**src/rtl/rpn_evaluator_if.sv**
```systemverilog
// Token, stack and status bundle for rpn_evaluator.
//
// Handshake: a token transfers on a rising clk edge where tok_valid and
// tok_ready are both high. The producer holds tok_is_op/tok_data/tok_last
// stable while tok_valid is high; the evaluator may drop tok_ready at any
// time and never depends on tok_valid to raise it.
// slave  = the evaluator (token consumer, stack controller).
// master = the environment (token source, stack, error clear).
interface rpn_evaluator_if #(
  parameter int WORD_LEN = 8
);
  logic                tok_valid;
  logic                tok_ready;
  logic                tok_is_op;
  logic [WORD_LEN-1:0] tok_data;
  logic                tok_last;
  logic                stk_push;
  logic                stk_pop;
  logic [WORD_LEN-1:0] stk_data_in;
  logic [WORD_LEN-1:0] stk_data_out;
  logic                stk_full;
  logic                stk_empty;
  logic [WORD_LEN-1:0] result;
  logic                result_valid;
  logic                err;
  logic [1:0]          err_code;
  logic                err_clr;

  modport slave (
    input  tok_valid, tok_is_op, tok_data, tok_last,
    input  stk_data_out, stk_full, stk_empty, err_clr,
    output tok_ready, stk_push, stk_pop, stk_data_in,
    output result, result_valid, err, err_code
  );

  modport master (
    output tok_valid, tok_is_op, tok_data, tok_last,
    output stk_data_out, stk_full, stk_empty, err_clr,
    input  tok_ready, stk_push, stk_pop, stk_data_in,
    input  result, result_valid, err, err_code
  );
endinterface

```
**src/rtl/rpn_evaluator.sv**
```systemverilog
// Reverse-Polish expression evaluator driving an external stack.
// Operands are pushed; operators pop b (top) then a, push f(a,b); the last
// token triggers a final pop whose value becomes result when the stack is
// left empty. Errors are sticky until err_clr.
// Optional feature macro: RPN_DIV_EN enables opcodes 6 (a/b) and 7 (a%b);
// without it those opcodes are malformed (code 3). Division by zero is
// also malformed.
// The attached stack depth is owned by the stack; only stk_full/stk_empty
// are consulted here.
module rpn_evaluator #(
  parameter int WORD_LEN = 8
) (
  input  logic             clk,
  input  logic             rstn,
  rpn_evaluator_if.slave   bus,
  output logic [3:0]       dbg_state_o
);

  typedef enum logic [3:0] {
    S_IDLE      = 4'd0,
    S_PUSH_OPND = 4'd1,
    S_POP_B     = 4'd2,
    S_POP_A     = 4'd3,
    S_EXEC      = 4'd4,
    S_PUSH_RES  = 4'd5,
    S_FIN_POP   = 4'd6,
    S_FIN_CAP   = 4'd7,
    S_ERROR     = 4'd8
  } state_t;

  localparam logic [1:0] ERR_UNDER = 2'd1;
  localparam logic [1:0] ERR_OVER  = 2'd2;
  localparam logic [1:0] ERR_MALF  = 2'd3;

  state_t              state_q, state_d;
  logic [WORD_LEN-1:0] data_q, data_d;
  logic                last_q, last_d;
  logic [WORD_LEN-1:0] b_q, b_d;
  logic [WORD_LEN-1:0] res_q, res_d;
  logic [WORD_LEN-1:0] result_q, result_d;
  logic                rvalid_q, rvalid_d;
  logic [1:0]          code_q, code_d;

  logic                ready_c;
  logic                push_c;
  logic                pop_c;
  logic [WORD_LEN-1:0] din_c;
  logic [WORD_LEN-1:0] a_c;
  logic                legal_c;

  // State and datapath registers.
  always_ff @(posedge clk or negedge rstn) begin
    if (!rstn) begin
      state_q  <= S_IDLE;
      data_q   <= '0;
      last_q   <= 1'b0;
      b_q      <= '0;
      res_q    <= '0;
      result_q <= '0;
      rvalid_q <= 1'b0;
      code_q   <= 2'd0;
    end else begin
      state_q  <= state_d;
      data_q   <= data_d;
      last_q   <= last_d;
      b_q      <= b_d;
      res_q    <= res_d;
      result_q <= result_d;
      rvalid_q <= rvalid_d;
      code_q   <= code_d;
    end
  end

  // Next-state, stack controls and ALU.
  always_comb begin
    state_d  = state_q;
    data_d   = data_q;
    last_d   = last_q;
    b_d      = b_q;
    res_d    = res_q;
    result_d = result_q;
    rvalid_d = 1'b0;
    code_d   = code_q;
    ready_c  = 1'b0;
    push_c   = 1'b0;
    pop_c    = 1'b0;
    din_c    = '0;
    a_c      = bus.stk_data_out;
    legal_c  = 1'b1;

    case (state_q)
      S_IDLE: begin
        ready_c = 1'b1;
        if (bus.tok_valid) begin
          data_d  = bus.tok_data;
          last_d  = bus.tok_last;
          state_d = bus.tok_is_op ? S_POP_B : S_PUSH_OPND;
        end
      end
      S_PUSH_OPND: begin
        push_c = !bus.stk_full;
        din_c  = data_q;
        if (bus.stk_full) begin
          state_d = S_ERROR;
          code_d  = ERR_OVER;
        end else begin
          state_d = last_q ? S_FIN_POP : S_IDLE;
        end
      end
      S_POP_B: begin
        pop_c = !bus.stk_empty;
        if (bus.stk_empty) begin
          state_d = S_ERROR;
          code_d  = ERR_UNDER;
        end else begin
          state_d = S_POP_A;
        end
      end
      S_POP_A: begin
        // Read data from the POP_B pop is b, the top-of-stack operand.
        b_d   = bus.stk_data_out;
        pop_c = !bus.stk_empty;
        if (bus.stk_empty) begin
          state_d = S_ERROR;
          code_d  = ERR_UNDER;
        end else begin
          state_d = S_EXEC;
        end
      end
      S_EXEC: begin
        case (data_q[2:0])
          3'd0: res_d = a_c + b_q;
          3'd1: res_d = a_c - b_q;
          3'd2: res_d = a_c * b_q;
          3'd3: res_d = a_c & b_q;
          3'd4: res_d = a_c | b_q;
          3'd5: res_d = a_c ^ b_q;
`ifdef RPN_DIV_EN
          3'd6: begin
            if (b_q == '0) legal_c = 1'b0;
            else           res_d   = a_c / b_q;
          end
          3'd7: begin
            if (b_q == '0) legal_c = 1'b0;
            else           res_d   = a_c % b_q;
          end
`else
          3'd6, 3'd7: legal_c = 1'b0;
`endif
        endcase
        if (legal_c) begin
          state_d = S_PUSH_RES;
        end else begin
          state_d = S_ERROR;
          code_d  = ERR_MALF;
        end
      end
      S_PUSH_RES: begin
        // Two words were just popped, so the stack cannot be full.
        push_c  = 1'b1;
        din_c   = res_q;
        state_d = last_q ? S_FIN_POP : S_IDLE;
      end
      S_FIN_POP: begin
        pop_c = !bus.stk_empty;
        if (bus.stk_empty) begin
          state_d = S_ERROR;
          code_d  = ERR_UNDER;
        end else begin
          state_d = S_FIN_CAP;
        end
      end
      S_FIN_CAP: begin
        if (bus.stk_empty) begin
          result_d = bus.stk_data_out;
          rvalid_d = 1'b1;
          state_d  = S_IDLE;
        end else begin
          state_d = S_ERROR;
          code_d  = ERR_MALF;
        end
      end
      S_ERROR: begin
        if (bus.err_clr) begin
          state_d = S_IDLE;
          code_d  = 2'd0;
        end
      end
      default: state_d = S_IDLE;
    endcase
  end

  assign bus.tok_ready    = ready_c;
  assign bus.stk_push     = push_c;
  assign bus.stk_pop      = pop_c;
  assign bus.stk_data_in  = din_c;
  assign bus.result       = result_q;
  assign bus.result_valid = rvalid_q;
  assign bus.err          = (state_q == S_ERROR);
  assign bus.err_code     = code_q;
  assign dbg_state_o      = state_q;

endmodule
```
**src/flat_wrapper.sv**
```systemverilog
// flat-port wrapper written by rule: the top's interface ports become plain ports
module rpn_evaluator_flat 
#(
  parameter int WORD_LEN = 8
)
  (clk, rstn, dbg_state_o, bus_tok_valid, bus_tok_is_op, bus_tok_data, bus_tok_last, bus_stk_data_out, bus_stk_full, bus_stk_empty, bus_err_clr, bus_tok_ready, bus_stk_push, bus_stk_pop, bus_stk_data_in, bus_result, bus_result_valid, bus_err, bus_err_code);
  rpn_evaluator_if #(.WORD_LEN(WORD_LEN)) bus_i ();
  input  logic clk;
  input  logic rstn;
  output logic [3:0] dbg_state_o;
  input wire logic [$bits(bus_i.tok_valid)-1:0] bus_tok_valid;
  input wire logic [$bits(bus_i.tok_is_op)-1:0] bus_tok_is_op;
  input wire logic [$bits(bus_i.tok_data)-1:0] bus_tok_data;
  input wire logic [$bits(bus_i.tok_last)-1:0] bus_tok_last;
  input wire logic [$bits(bus_i.stk_data_out)-1:0] bus_stk_data_out;
  input wire logic [$bits(bus_i.stk_full)-1:0] bus_stk_full;
  input wire logic [$bits(bus_i.stk_empty)-1:0] bus_stk_empty;
  input wire logic [$bits(bus_i.err_clr)-1:0] bus_err_clr;
  output wire logic [$bits(bus_i.tok_ready)-1:0] bus_tok_ready;
  output wire logic [$bits(bus_i.stk_push)-1:0] bus_stk_push;
  output wire logic [$bits(bus_i.stk_pop)-1:0] bus_stk_pop;
  output wire logic [$bits(bus_i.stk_data_in)-1:0] bus_stk_data_in;
  output wire logic [$bits(bus_i.result)-1:0] bus_result;
  output wire logic [$bits(bus_i.result_valid)-1:0] bus_result_valid;
  output wire logic [$bits(bus_i.err)-1:0] bus_err;
  output wire logic [$bits(bus_i.err_code)-1:0] bus_err_code;
  assign bus_i.tok_valid = bus_tok_valid;
  assign bus_i.tok_is_op = bus_tok_is_op;
  assign bus_i.tok_data = bus_tok_data;
  assign bus_i.tok_last = bus_tok_last;
  assign bus_i.stk_data_out = bus_stk_data_out;
  assign bus_i.stk_full = bus_stk_full;
  assign bus_i.stk_empty = bus_stk_empty;
  assign bus_i.err_clr = bus_err_clr;
  assign bus_tok_ready = bus_i.tok_ready;
  assign bus_stk_push = bus_i.stk_push;
  assign bus_stk_pop = bus_i.stk_pop;
  assign bus_stk_data_in = bus_i.stk_data_in;
  assign bus_result = bus_i.result;
  assign bus_result_valid = bus_i.result_valid;
  assign bus_err = bus_i.err;
  assign bus_err_code = bus_i.err_code;
  rpn_evaluator #(.WORD_LEN(WORD_LEN)) u_core (.clk(clk), .rstn(rstn), .bus(bus_i), .dbg_state_o(dbg_state_o));
endmodule
```
**config.mk**
```make
export PLATFORM = sky130hd
export DESIGN_NAME = rpn_evaluator_flat
export DESIGN_NICKNAME = d
export VERILOG_FILES = /design/src/rtl/rpn_evaluator_if.sv /design/src/rtl/rpn_evaluator.sv /design/src/flat_wrapper.sv
export SDC_FILE = /design/constraint.sdc
export NUM_CORES = 1
export LEC_CHECK = 0
export CAP_MARGIN = 5
export CORE_MARGIN = 1.5
export CORE_UTILIZATION = 31
export DETAILED_ROUTE_END_ITERATION = 10
export GPL_ROUTABILITY_DRIVEN = 0
export GPL_TIMING_DRIVEN = 0
export HOLD_SLACK_MARGIN = 0.15
export PLACE_DENSITY_LB_ADDON = 0.3
export SLEW_MARGIN = 25
export SYNTH_ARGS = -nofsm -noshare
export SYNTH_HDL_FRONTEND = slang
export SYNTH_SLANG_ARGS = --single-unit
```
**constraint.sdc**
```tcl
create_clock -name clk -period 5 [get_ports clk]
set_clock_uncertainty 0.2 [all_clocks]
set_input_delay 0.5 -clock clk [delete_from_list [all_inputs] [get_ports clk]]
set_output_delay 0.5 -clock clk [all_outputs]
set_load 0.02 [all_outputs]
```
==> summary.txt, run 1 <==
Routing
  • DR DRC count: 0
  • Drt first pass iters: 5
  • Final wirelength: 9100 microns
  • Final ANT Viol Nets: 0
  • Vias per cell: 4.95
  • DRT iter0 DRCs: between 150 and 200
  • Routed WL per cell: 15.0 microns
  • Via count: 3,008

Worst setup path
  • CP Data Arrival Time: 4.77 ns
  • Critical-path top delay cell: clkdlybuf4s50_1
  • Top cell by count, worst path: fa_1
  • Worst-path cell chain: clkdlybuf4s50_1, inv_1, nor2_1, fa_1, inv_1, fa_1, fa_1, fa_1, inv_1, ha_1, a21oi_1, xnor2_1, xnor2_1, a31oi_1, o31ai_2
  • Critical Path Source Type: input pin
  • WS Path Type: in -> reg
  • Reg2Reg Depth: 14
  • Worst Setup SP: bus_stk_data_out[1]
  • Crit. End Element: flip-flop
  • CP max FO: 7
  • Data required, critical path: ~5 ns
  • R2r endpoint: u_core.res_q[7]$_DFFE_PN0P_
  • Crit path largest cell delay: 0.65 ns
  • Reg-to-reg slack, setup: 0.68 ns
  • RR Startpoint: u_core.b_q[2]$_DFFE_PN0P_

Worst hold path
  • Worst hold start: u_core.res_q[1]$_DFFE_PN0P_
  • Cells on Worst Hold Path: 2
  • Hold EP: u_core.res_q[1]$_DFFE_PN0P_
  • Hold Path Class: reg -> reg

Placed design
  • Place WS: -0.116 ns
  • DP Cell Count: 599
  • HPWL Detailed: approximately 7200 microns
  • I/O Buffers: 50

Floorplan
  • Die width: 111 microns
  • Initial Util: 0.317
  • Ports: 51
  • Core Rows: 39
  • Full die area: 12,300 sq um
  • Chip height: roughly 110 microns
  • Core Box Area: 11,400 sq um

Timing
  • F_max: 208 MHz
  • Unrepaired setup endpoints after global routing: false
  • Minimum clock period: 4.81 ns
  • Fin. max-slew vios: 0
  • Post-route clock period utilization: 0.963
  • Setup TNS: 0 ns
  • Worst Setup Slack, final: 0.187 ns
  • Worst hold slack: 0.285 ns
  • Number of endpoints failing setup at the final stage: 0
  • Worst-margin pin slew: 0.535 ns
  • Final Hold Viols: 0
  • Slew HR: 0.641

Clocking
  • Worst-Skew Late Latency: 0.29 ns
  • Clock Root Buffer: clkbuf_16
  • Clock slew at reported path FFs: 0.06 ns
  • CTS Buf Count: 5
  • Post-CTS resize count: 0
  • CTS HTree Levels: 2
  • Setup bufs post-CTS: 0
  • Number of clock sinks: 40
  • TritonCTS clock tree: done
  • Clock buffer depth: 2
  • CTS Hold Buffers Added: 1

Pwr
  • Max VDD drop: 0.297 mV
  • Total power: approximately 3.6 mW
  • LEAKAGE: 2.03 nW
  • Pwr dens: roughly 800 nW/um^2

Run
  • Count of max-cap constraint violations: 0

Synthesis
  • Synth warn: 0
  • Post-Syn Nets: 483
  • Mapped cell area: between 3000 and 4000 sq um
  • Area leader, netlist: dfrtp_1
  • Post-Syn Area per Cell: about 9 sq um
  • Post-synthesis register bit count: 40
  • Seq/Total Area, Yosys: 0.278
  • Syn Inst Count: 405
  • Post-synth top area share: 0.278
  • Synth cell types: 44
  • Largest cells by area after synthesis: dfrtp_1, ha_1, fa_1, xnor2_1, nor2_1

Finish
  • Non-filler instance count after layout: a little over 600
  • P&R area growth vs syn: 24.3%
  • # diodes: 0
  • Fillers: 1,141
  • Nets: between 500 and 600
  • Layout cells sized above 1: 0.0796

Global route
  • Global route total overflow: 0
  • First-pass GRT wire length: 15,500 microns
  • Initial antenna violation count: 0
  • Largest net degree at the start of global routing: 22
  • GRT Overall Usage: 0.154
  • Via count of the first global-routing pass: 3,097

Status
  • Status: finished clean
logic make-up after synthesis:
kind of cell,count (synthesis),synth area share
and+or+nand+nor,117,0.149
muxes,33,0.0980
buffers and inverters,57,0.0653
xor gates and xnor gates,30,0.0730
DFF,40,0.278
adders and majority gates,54,0.215
AOI/OAI and AO/OA,74,0.122
worst max-delay path, delay by kind of cell:
family / cells / cell delay (ns)
xor+xnor: 2 / 0.26
fa+ha+maj: 5 / 2.17
buf+inv: 4 / 1.09
compound gates: 3 / 0.61
simple gates: 1 / 0.11
sequential cells by signal (all words and copies together), names as in the netlist:
register	cells
u_core.b_q	8
u_core.bus.result	8
u_core.data_q	8
u_core.res_q	8
u_core.dbg_state_o	4
u_core.bus.err_code	2
u_core.bus.result_valid	1
u_core.last_q	1
placed cells by master, fill, tap and decap left out, types with 12 or more instances in the layout:
cell | netlist | layout
mux2i_1 | 15 | 15
mux2_1 | 12 | 12
xnor2_1 | 23 | 23
clkdlybuf4s50_1 | 0 | 49
o21ai_0 | 14 | 14
nand2_1 | 38 | 38
ha_1 | 41 | 41
o21ai_1 | 16 | 16
a21oi_1 | 20 | 20
inv_1 | 41 | 41
fa_1 | 13 | 13
dfrtp_1 | 40 | 40
nor2_1 | 47 | 47
metrics by stage:
| stage | area [sq um] | utilization |
|---|---|---|
| after detailed placement | 4300 | 0.378 |
| after floorplan | 3600 | - |
| final | 4480 | 0.394 |
| after CTS | 4480 | 0.394 |
| after global routing | 4480 | 0.394 |
| after global placement | 4280 | 0.376 |
worst max path at each step:
stage | end | slack, ns | cells after the start
floorplan | u_core.res_q[7]$_DFFE_PN0P_ | 1.03 | 14
global placement | u_core.res_q[7]$_DFFE_PN0P_ | 0.002 | 15
detailed placement | u_core.res_q[7]$_DFFE_PN0P_ | -0.12 | 15
CTS | u_core.res_q[7]$_DFFE_PN0P_ | 0.16 | 15
global route | u_core.res_q[7]$_DFFE_PN0P_ | 0.04 | 15
finish | u_core.res_q[7]$_DFFE_PN0P_ | 0.19 | 15
cells in the mapped netlist, drive strengths merged:
library cell	n
and3	4
and2b	1
a32oi	1
nand2b	6
o221ai	2
o211ai	1
nand2	39
a21o	3
mux2	18
ha	41
a31oi	6
nand3	4
fa	13
o21ai	30
buf	9
inv	44
clkbuf	4
xor2	7
o21bai	1
nor4	1
o31ai	2
mux2i	15
dfrtp	40
xnor2	23
nor2	50
a21oi	20
nor2b	4
a22oi	1
o22ai	3
or3	1
a211oi	1
nor3	7
o41ai	3
per-layer routing:
layer	vias up	global-route usage	routed length (microns)
met5	-	0	0
met1	1428	0.208	4460
met2	89	0.257	4100
met3	13	0.0355	403
met4	0	0.0274	138
li1	1478	-	-
power by group:
group	leakage [nW]	internal (mW)	total [mW]	switching, mW
registers	0.497	0.461	0.605	0.144
logic	1.45	1.17	2.60	1.44
clock network	0.0808	0.235	0.360	0.125
cell type report:
cell class / instances / area [sq um] / area share
well taps: 143 / 179 / 0.0400
clock inverters: 2 / 35.0 / 0.00783
plain buffers: 13 / 70.1 / 0.0157
inverters: 44 / 165 / 0.0369
flip-flops and latches: 40 / 1000 / 0.224
multi-input cells: 308 / 2360 / 0.528
repair buffers: 52 / 533 / 0.119
clock buffers: 6 / 129 / 0.0288
No activity file was read; power rests on OpenSTA's default activity.
==> run 2, diff against run 1 <==
==> constraint.sdc (replaced) <==
create_clock -name clk -period 5.6 [get_ports clk]
set_clock_uncertainty 0.2 [all_clocks]
set_input_delay 1.12 -clock clk [delete_from_list [all_inputs] [get_ports clk]]
set_output_delay 1.12 -clock clk [all_outputs]
set_load 0.02 [all_outputs]
==> run 2 against run 1 <==
Net effect: global-route usage barely moved; routed wire length barely moved; combinational power fell by 11%; die area did not move; first-iteration DRC count fell by 0.61%; clock power fell by 11%; non-clock buffer count fell by 1.
==> summary.txt, run 2 (synthesis gave the netlist of run 1 again) <==
Timing
  • Minimum clock period: around 5.4 ns
  • Number of endpoints failing setup at the final stage: 0 (unchanged)
  • Post-route clock period utilization: 0.970
  • Fin. max-slew vios: 0 (unchanged)
  • Worst-margin pin slew: 0.534 ns (-0.000945 ns)
  • Worst Setup Slack, final: 0.170 ns (-0.0173 ns)
  • Slew HR: 0.642 (about the same)
  • Unrepaired setup endpoints after global routing: false
  • Worst hold slack: 0.285 ns (unchanged)
  • Final Hold Viols: 0 (unchanged)
  • F_max: approximately 180 MHz

Finish
  • # diodes: 0 (unchanged)
  • Commonest non-fill, non-tap cell in the layout: clkdlybuf4s50_1
  • Layout cells sized above 1: 0.0797 (+0.000171)
  • Non-filler instance count after layout: 607 (-0.16%)
  • Most frequent cells in the layout: clkdlybuf4s50_1, nor2_1, inv_1, ha_1, dfrtp_1
  • Nets: 541 (-0.18%)
  • P&R area growth vs syn: 24.0%

Floorplan
  • Core Box Area: 11,400 sq um (unchanged)
  • Chip height: 111 microns (unchanged)
  • Full die area: 12,300 sq um (unchanged)
  • Core Rows: 39 (unchanged)
  • Die width: 111 microns (unchanged)
  • Ports: 51 (unchanged)
  • Initial Util: 0.317 (unchanged)

Global route
  • GRT Overall Usage: 0.154 (-0.000233)
  • First-pass GRT wire length: 15,400 microns (-0.18%)
  • Initial antenna violation count: 0 (unchanged)
  • Global route total overflow: 0 (unchanged)
  • Via count of the first global-routing pass: 3,087 (-0.32%)
  • Largest net degree at the start of global routing: 22 (unchanged)

Worst setup path
  • Crit. End Element: flip-flop
  • Critical Path Source Type: input pin
  • Reg-to-reg slack, setup: 1.28 ns (+0.60 ns)
  • Reg2Reg Depth: 14 (unchanged)
  • Data required, critical path: 5.56 ns (+0.60 ns)
  • CP max FO: 7 (unchanged)
  • WS Path Type: in -> reg
  • RR Startpoint: u_core.b_q[2]$_DFFE_PN0P_
  • CP Data Arrival Time: 5.39 ns (+0.62 ns)
  • R2r endpoint: u_core.res_q[7]$_DFFE_PN0P_

Pwr
  • Max VDD drop: 0.265 mV (-11%)
  • LEAKAGE: 2.03 nW (-0.21%)
  • Total power: 3.19 mW (-11%)
  • Pwr dens: 713 nW/um^2 (-11%)

Clocking
  • Number of clock sinks: 40 (unchanged)
  • Clock buffer depth: 2 (unchanged)
  • CTS HTree Levels: 2 (unchanged)
  • Setup bufs post-CTS: 0 (unchanged)
  • TritonCTS clock tree: done
  • CTS Hold Buffers Added: 0 (-1)
  • Clock Root Buffer: clkbuf_16
  • CTS Buf Count: 5 (unchanged)
  • Post-CTS resize count: 0 (unchanged)
  • Clock slew at reported path FFs: 0.06 ns (about the same)
  • Worst-Skew Late Latency: 0.28 ns (about the same)

Routing
  • Via count: 3,001 (-0.23%)
  • Routed WL per cell: 15.0 microns (+0.14%)
  • DRT iter0 DRCs: 163 (-0.61%)
  • DR DRC count: 0 (unchanged)
  • Final ANT Viol Nets: 0 (unchanged)
  • Vias per cell: 4.94 (about the same)
  • Drt first pass iters: 4 (-1)
  • Final wirelength: 9100 microns (about the same)

Placed design
  • HPWL Detailed: 7220 microns (unchanged)
  • I/O Buffers: 50 (unchanged)
  • DP Cell Count: 599 (unchanged)
  • Place WS: -0.136 ns (-0.0200 ns)

Worst hold path
  • Hold EP: u_core.res_q[1]$_DFFE_PN0P_
  • Cells on Worst Hold Path: 2 (unchanged)
  • Hold Path Class: reg -> reg
  • Worst hold start: u_core.res_q[1]$_DFFE_PN0P_

Run
  • Count of max-cap constraint violations: 0 (unchanged)

Status
  • Status: finished clean
run 2: area by class of cell:
type | instances | area, sq um
timing repair buffer | 51 | 523
clock inverter | 2 | 35.0
multi-input combinational | 308 | 2360
fill | 1142 | 6900
sequential | 40 | 1000
tap | 143 | 179
buffer | 13 | 70.1
clock buffer | 6 | 129
inverter | 44 | 165
run 2: report_power, final:
part           switching, mW  internal, mW
logic                   1.28          1.04
clock network          0.111         0.209
registers              0.129         0.412
total                   1.52          1.66
run 2: how the worst max path moves through the flow:
stage | start | depth (start not counted) | to
global placement | bus_stk_data_out[1] | 15 | u_core.res_q[7]$_DFFE_PN0P_
global route | bus_stk_data_out[1] | 15 | u_core.res_q[7]$_DFFE_PN0P_
floorplan | bus_stk_data_out[2] | 14 | u_core.res_q[7]$_DFFE_PN0P_
detailed placement | bus_stk_data_out[1] | 15 | u_core.res_q[7]$_DFFE_PN0P_
CTS | bus_stk_data_out[1] | 15 | u_core.res_q[7]$_DFFE_PN0P_
finish | bus_stk_data_out[1] | 15 | u_core.res_q[7]$_DFFE_PN0P_
run 2: critical path, stage by stage:
cell	delay, ns
clkdlybuf4s50_1	0.65
inv_1	0.32
nor2_1	0.11
fa_1	0.42
inv_1	0.08
fa_1	0.40
fa_1	0.49
fa_1	0.54
inv_1	0.04
ha_1	0.32
a21oi_1	0.23
xnor2_1	0.17
xnor2_1	0.09
a31oi_1	0.30
o31ai_2	0.08
run 2: metrics by stage:
step / util / setup TNS (ns) / area [sq um]
final: 0.393 / 0 / 4470
after floorplan: - / 0 / 3600
after detailed placement: 0.378 / -0.191 / 4300
after global routing: 0.393 / 0 / 4470
after global placement: 0.376 / -0.0176 / 4280
after CTS: 0.393 / 0 / 4470
run 2: per-layer routing:
layer | up-vias | global-route usage | part of all wire | routed length [microns]
li1 | 1476 | - | - | -
met1 | 1435 | 0.208 | 0.49 | 4470
met2 | 77 | 0.256 | 0.45 | 4090
met3 | 13 | 0.0355 | 0.043 | 394
met4 | 0 | 0.0274 | 0.015 | 138
met5 | - | 0 | 0 | 0
